===== src/rtl/seg_scan.sv =====
// seg_scan: multiplexed driver for a six-digit, active-low, seven-segment display.
//
// Each digit gets a slot of SCAN_DIV cycles. The first BLANK_CYC cycles of every slot
// are dark (anti-ghosting) and the rest show the active digit. New content arrives
// through a pending register and is copied into the display register only at a frame
// boundary. A frame boundary is the wrap from digit 5 to digit 0, or the edge where
// scanning (re)starts. This keeps a frame from mixing old and new content.
//
// Ports
//   clk      in   system clock, rising edge
//   rst_n    in   asynchronous active-low reset
//   en       in   scan enable; low = display dark, counters held at slot 0
//   load     in   one-cycle request to capture data_in/dp_in/blank_in
//   data_in  in   [23:0] six hex nibbles, digit k = data_in[4k+3:4k]
//   dp_in    in   [5:0] decimal point per digit, 1 = lit
//   blank_in in   [5:0] per-digit blank, 1 = digit dark
//   seg      out  [7:0] active-low segments {dp,g,f,e,d,c,b,a}
//   sel      out  [5:0] active-low digit select
//   upd      out  one-cycle pulse when captured content becomes visible
//   frame    out  one-cycle pulse in the first cycle of every digit-0 slot
module seg_scan #(
   parameter int unsigned SCAN_DIV  = 50000,
   parameter int unsigned BLANK_CYC = 500
) (
   input  logic        clk,
   input  logic        rst_n,
   input  logic        en,
   input  logic        load,
   input  logic [23:0] data_in,
   input  logic [5:0]  dp_in,
   input  logic [5:0]  blank_in,
   output logic [7:0]  seg,
   output logic [5:0]  sel,
   output logic        upd,
   output logic        frame
);

   localparam int unsigned   CW      = (SCAN_DIV > 2) ? $clog2(SCAN_DIV) : 1;
   localparam logic [CW-1:0] CntLast = CW'(SCAN_DIV - 1);

   typedef enum logic {StBlank, StOn} state_e;

   function automatic logic [7:0] glyph(input logic [3:0] nib);
      case (nib)
         4'h0:    glyph = 8'hC0;
         4'h1:    glyph = 8'hF9;
         4'h2:    glyph = 8'hA4;
         4'h3:    glyph = 8'hB0;
         4'h4:    glyph = 8'h99;
         4'h5:    glyph = 8'h92;
         4'h6:    glyph = 8'h82;
         4'h7:    glyph = 8'hF8;
         4'h8:    glyph = 8'h80;
         4'h9:    glyph = 8'h90;
         4'hA:    glyph = 8'h88;
         4'hB:    glyph = 8'h83;
         4'hC:    glyph = 8'hC6;
         4'hD:    glyph = 8'hA1;
         4'hE:    glyph = 8'h86;
         default: glyph = 8'h8E;
      endcase
   endfunction

   // scan position; r_on is en as seen at the last edge
   logic          r_on;
   logic [CW-1:0] r_cnt;
   logic [2:0]    r_idx;
   logic          w_on_nxt;
   logic [CW-1:0] w_cnt_nxt;
   logic [2:0]    w_idx_nxt;
   logic          w_bound;
   state_e        w_state_nxt;

   // displayed and pending content
   logic [23:0] r_disp_data, w_disp_data_nxt, r_pend_data, w_pend_data_nxt;
   logic [5:0]  r_disp_dp, w_disp_dp_nxt, r_pend_dp, w_pend_dp_nxt;
   logic [5:0]  r_disp_blank, w_disp_blank_nxt, r_pend_blank, w_pend_blank_nxt;
   logic        r_pend_valid, w_pend_valid_nxt;

   // registered outputs
   logic [7:0] r_seg, w_seg_nxt;
   logic [5:0] r_sel, w_sel_nxt;
   logic       r_upd, w_upd_nxt;
   logic       r_frame;
   logic [3:0] w_nib;

   always_comb begin
      // scanning restarts when en is first seen high, or at the 5->0 wrap
      w_bound   = en && (!r_on || (r_cnt == CntLast && r_idx == 3'd5));
      w_on_nxt  = en;
      w_cnt_nxt = r_cnt;
      w_idx_nxt = r_idx;
      if (!en || w_bound) begin
         w_cnt_nxt = '0;
         w_idx_nxt = 3'd0;
      end else if (r_cnt == CntLast) begin
         w_cnt_nxt = '0;
         w_idx_nxt = r_idx + 3'd1;
      end else begin
         w_cnt_nxt = r_cnt + CW'(1);
      end
   end

   always_comb begin
      w_disp_data_nxt  = r_disp_data;
      w_disp_dp_nxt    = r_disp_dp;
      w_disp_blank_nxt = r_disp_blank;
      w_pend_data_nxt  = r_pend_data;
      w_pend_dp_nxt    = r_pend_dp;
      w_pend_blank_nxt = r_pend_blank;
      w_pend_valid_nxt = r_pend_valid;
      w_upd_nxt        = 1'b0;
      if (w_bound) begin
         // a load on the boundary edge bypasses pending and wins over it
         if (load) begin
            w_disp_data_nxt  = data_in;
            w_disp_dp_nxt    = dp_in;
            w_disp_blank_nxt = blank_in;
            w_upd_nxt        = 1'b1;
         end else if (r_pend_valid) begin
            w_disp_data_nxt  = r_pend_data;
            w_disp_dp_nxt    = r_pend_dp;
            w_disp_blank_nxt = r_pend_blank;
            w_upd_nxt        = 1'b1;
         end
         w_pend_valid_nxt = 1'b0;
      end else if (load) begin
         w_pend_data_nxt  = data_in;
         w_pend_dp_nxt    = dp_in;
         w_pend_blank_nxt = blank_in;
         w_pend_valid_nxt = 1'b1;
      end
   end

   // Outputs are computed from next-state values so the registered seg/sel line up
   // with the cnt/idx of the same cycle.
   always_comb begin
      w_state_nxt = (w_on_nxt && 32'(w_cnt_nxt) >= BLANK_CYC) ? StOn : StBlank;
      w_nib       = w_disp_data_nxt[{w_idx_nxt, 2'b00} +: 4];
      w_sel_nxt   = 6'h3F;
      w_seg_nxt   = 8'hFF;
      if (w_state_nxt == StOn && !w_disp_blank_nxt[w_idx_nxt]) begin
         w_sel_nxt = ~(6'd1 << w_idx_nxt);
         w_seg_nxt = glyph(w_nib) & {~w_disp_dp_nxt[w_idx_nxt], 7'h7F};
      end
   end

   always_ff @(posedge clk or negedge rst_n) begin
      if (!rst_n) begin
         r_on         <= 1'b0;
         r_cnt        <= '0;
         r_idx        <= 3'd0;
         r_disp_data  <= 24'h0;
         r_disp_dp    <= 6'h00;
         r_disp_blank <= 6'h3F;
         r_pend_data  <= 24'h0;
         r_pend_dp    <= 6'h00;
         r_pend_blank <= 6'h00;
         r_pend_valid <= 1'b0;
         r_seg        <= 8'hFF;
         r_sel        <= 6'h3F;
         r_upd        <= 1'b0;
         r_frame      <= 1'b0;
      end else begin
         r_on         <= w_on_nxt;
         r_cnt        <= w_cnt_nxt;
         r_idx        <= w_idx_nxt;
         r_disp_data  <= w_disp_data_nxt;
         r_disp_dp    <= w_disp_dp_nxt;
         r_disp_blank <= w_disp_blank_nxt;
         r_pend_data  <= w_pend_data_nxt;
         r_pend_dp    <= w_pend_dp_nxt;
         r_pend_blank <= w_pend_blank_nxt;
         r_pend_valid <= w_pend_valid_nxt;
         r_seg        <= w_seg_nxt;
         r_sel        <= w_sel_nxt;
         r_upd        <= w_upd_nxt;
         r_frame      <= w_bound;
      end
   end

   assign seg   = r_seg;
   assign sel   = r_sel;
   assign upd   = r_upd;
   assign frame = r_frame;

endmodule


===== config.mk =====
export PLATFORM = sky130hd
export DESIGN_NAME = seg_scan
export DESIGN_NICKNAME = d
export VERILOG_FILES = /design/src/rtl/seg_scan.sv
export SDC_FILE = /design/constraint.sdc
export NUM_CORES = 1
export LEC_CHECK = 0
export CORE_AREA = 5 5 130 95
export CTS_CLUSTER_DIAMETER = 30
export CTS_CLUSTER_SIZE = 30
export DETAILED_ROUTE_END_ITERATION = 8
export DIE_AREA = 0 0 135 100
export PLACE_DENSITY_LB_ADDON = 0.25
export SYNTH_ARGS = -nofsm -noshare
export SYNTH_HDL_FRONTEND = slang
export SYNTH_SLANG_ARGS = --single-unit

===== constraint.sdc =====
create_clock -name clk -period 9.4 [get_ports clk]
set_input_delay 0.94 -clock clk [delete_from_list [all_inputs] [get_ports clk]]
set_output_delay 0.94 -clock clk [all_outputs]
set_load 0.005 [all_outputs]

==> flow_summary.json <==
{
  "tns_ps": 0,
  "status": "complete, no violations",
  "worst_pin_slew_ps": 1210,
  "cts_tree": "built",
  "clkSinkCount": 109,
  "skew_ps": 10.5,
  "worst-path-buf-inv": 3,
  "globalplace.congestion": 0.896,
  "cts-root-buf": "clkbuf_16",
  "final_util_pct": 62.6,
  "synth_seq_cells": 109,
  "yosysUniqueCellTypes": 72,
  "drv_cap": 0,
  "period_minus_slack_ps": 4620,
  "synthArstFlopShare_pct": 100,
  "finalCritPeriodShare_pct": 49.2,
  "critPathKind": "in -> reg",
  "crit_slowest_cell": "clkdlybuf4s50_1",
  "reg2reg_to": "seg[0]",
  "wirelength_mm": 14.8,
  "crit_fanout": 20,
  "crit_arrival_ps": 4900,
  "max_freq_mhz": 216,
  "layout_common_cells": "dfrtp_1, nor2_1, clkdlybuf4s50_1",
  "wl_per_cell_um": 19.0,
  "drc": 0,
  "die_h_um": 100,
  "cts_resized": 0,
  "fp.dieArea_um2": 13500,
  "cp_top_family": "buffers and inverters",
  "clk_latency_ps": 350,
  "vias_per_cell": 6.14,
  "h-tree-depth": 3,
  "cp_cell_sequence": "clkdlybuf4s50_1, clkinv_1, nand3_1, o32ai_1, o31ai_1, a32oi_1, a31o_1, inv_1, ha_1, nand2_1, mux2_2, nand4_1",
  "min_to": "r_disp_blank[0]",
  "placed_area_um2": 6460,
  "die_w_um": 135,
  "grt_first_pass_wirelength_mm": 24.5,
  "rr_startpoint": "r_cnt[0]",
  "synth_cells": 586,
  "grt_max_degree": 80,
  "p_leak_nw": 2.70,
  "min_from": "r_disp_blank[0]",
  "finalInstanceArea_um2": 6790,
  "clk_pin_slew_ps": 60,
  "worstRegToRegCells": 14,
  "floorplan.io_pins": 56,
  "vias": 4785,
  "cp-start-kind": "primary input",
  "ys.flop_type": "dfrtp_1",
  "syn_nets": 633,
  "drive_gt1_share_pct": 16.0,
  "crit_start": "load",
  "first_pass_iters": 6,
  "synth_area_per_cell_um2": 10.0,
  "dp.cells": 763,
  "power_density_nw_per_um2": 174,
  "initialDrtViolationCount": 528,
  "grt_overflow": 0,
  "slowest_delay_ps": 1080,
  "grt_usage_pct": 22.7,
  "fin_cells": 779,
  "hold_buffers": 0,
  "r2r_slack_ps": 4950,
  "finalHoldViolations": 0,
  "synthToLayoutAreaGrowth_pct": 15.7,
  "syn_area_um2": 5870,
  "hold_depth": 2,
  "clock_path_buffers": 2,
  "core_area_um2": 10900,
  "hpwl_mm": 10.0,
  "grt_pass1_vias": 4699,
  "grt_setup_unrepaired": "false",
  "antenna_found_initial": 0,
  "cts_setup_buffers": 0,
  "cp.required_ps": 9680,
  "cts_inserted_buffers": 9,
  "finalNetCount": 668,
  "synth-edff-count": 0,
  "cp-end-kind": "register",
  "rows": 32,
  "slew_headroom_pct": 18.8,
  "n_antenna_cell": 0,
  "min_path_type": "reg -> reg",
  "layout_commonest_cell": "dfrtp_1",
  "portBuffers": 55,
  "peakVddDrop_mv": 0.113,
  "initial_core_util_pct": 54.1,
  "final-max-slew-violation-count": 0,
  "yosysSeqAreaShare_pct": 46.9,
  "ys.warnings.count": 0,
  "finalSetupViolations": 0,
  "ant_nets": 0
}
==> logic make-up (layout without fill, tap and decap cells) <==
kind of cell / after synthesis / after routing / share of synthesized area [%]
compound gates: 161 / 161 / 18.9
mux: 48 / 48 / 9.03
xor+xnor: 15 / 15 / 2.24
fa+ha+maj: 7 / 7 / 1.49
flops: 109 / 109 / 46.9
buf+inv: 54 / 94 / 4.39
simple gates: 192 / 192 / 17.1
==> layer usage <==
metal / wire length, um / vias to the layer above / GRT usage (%)
met5: 0 / - / 0
met4: 194 / 0 / 4.65
met3: 991 / 22 / 4.36
met2: 6680 / 188 / 35.0
met1: 6940 / 2358 / 33.7
li1: - / 2217 / -
==> how the worst max path moves through the flow <==
stage	endpoint	slack, ps	cells past startpoint
3_3_place_gp	seg[3]	4740	7
6_report	seg[0]	4780	12
2_1_floorplan	seg[0]	6030	17
5_1_grt	seg[0]	4620	12
3_5_place_dp	seg[0]	4610	12
4_1_cts	seg[0]	4940	12
==> metrics by stage <==
step	hold WS [ps]	setup slack, ps	power, mW
after floorplan	461	6030	0.700
after global placement	473	4740	0.758
after detailed placement	484	4610	0.769
after CTS	493	4940	1.18
after global routing	527	4620	1.24
final	498	4780	1.18
==> layout make-up <==
cell class                      instances  area, um^2
Inverter                               18        72.6
Multi-Input combinational cell        423        2860
Sequential cell                       109        2750
Tap cell                              153         191
Clock buffer                           13         260
Fill cell                             867        4060
Clock inverter                          3        68.8
Timing Repair Buffer                   60         586
==> flip-flops by register name, indices dropped and copies added, names as in the netlist, 6 cells and up <==
signal / cells
sel: 6
r_pend_blank: 6
r_disp_data: 24
r_pend_data: 24
r_disp_blank: 6
r_disp_dp: 6
seg: 8
r_pend_dp: 6
r_cnt: 16
==> Yosys cell counts, drive strengths merged, types with 12 or more instances <==
| library cell | instances | share of area (%) |
|---|---|---|
| a21oi | 23 | 2.2 |
| a22oi | 16 | 2.0 |
| a31oi | 15 | 1.9 |
| buf | 20 | 2.1 |
| clkbuf | 16 | 1.0 |
| dfrtp | 89 | 38 |
| dfstp | 20 | 8.9 |
| inv | 16 | 1.0 |
| mux2 | 40 | 7.7 |
| nand2 | 39 | 2.5 |
| nand3 | 12 | 1.0 |
| nor2 | 62 | 4.1 |
| nor2b | 13 | 1.4 |
| o21ai | 41 | 3.5 |
| o22ai | 12 | 1.3 |
==> where the power goes <==
part	total [mW]	internal [mW]	switching, mW
Clock	0.415	0.249	0.166
Sequential	0.565	0.529	0.0366
Combinational	0.199	0.0937	0.106
==> worst register-to-register path, cell delays in order, from the launching register on <==
cell      delay (ps)
dfrtp_1          450
ha_1             350
nand3_1          230
or4_1            920
o21a_4           500
clkinv_4         290
a21oi_1          190
o31ai_1          280
a32oi_1           90
a31o_1           290
inv_1            120
ha_1             220
nand2_1           70
mux2_2           290
nand4_1           90
(Power assumes the default switching activity.)
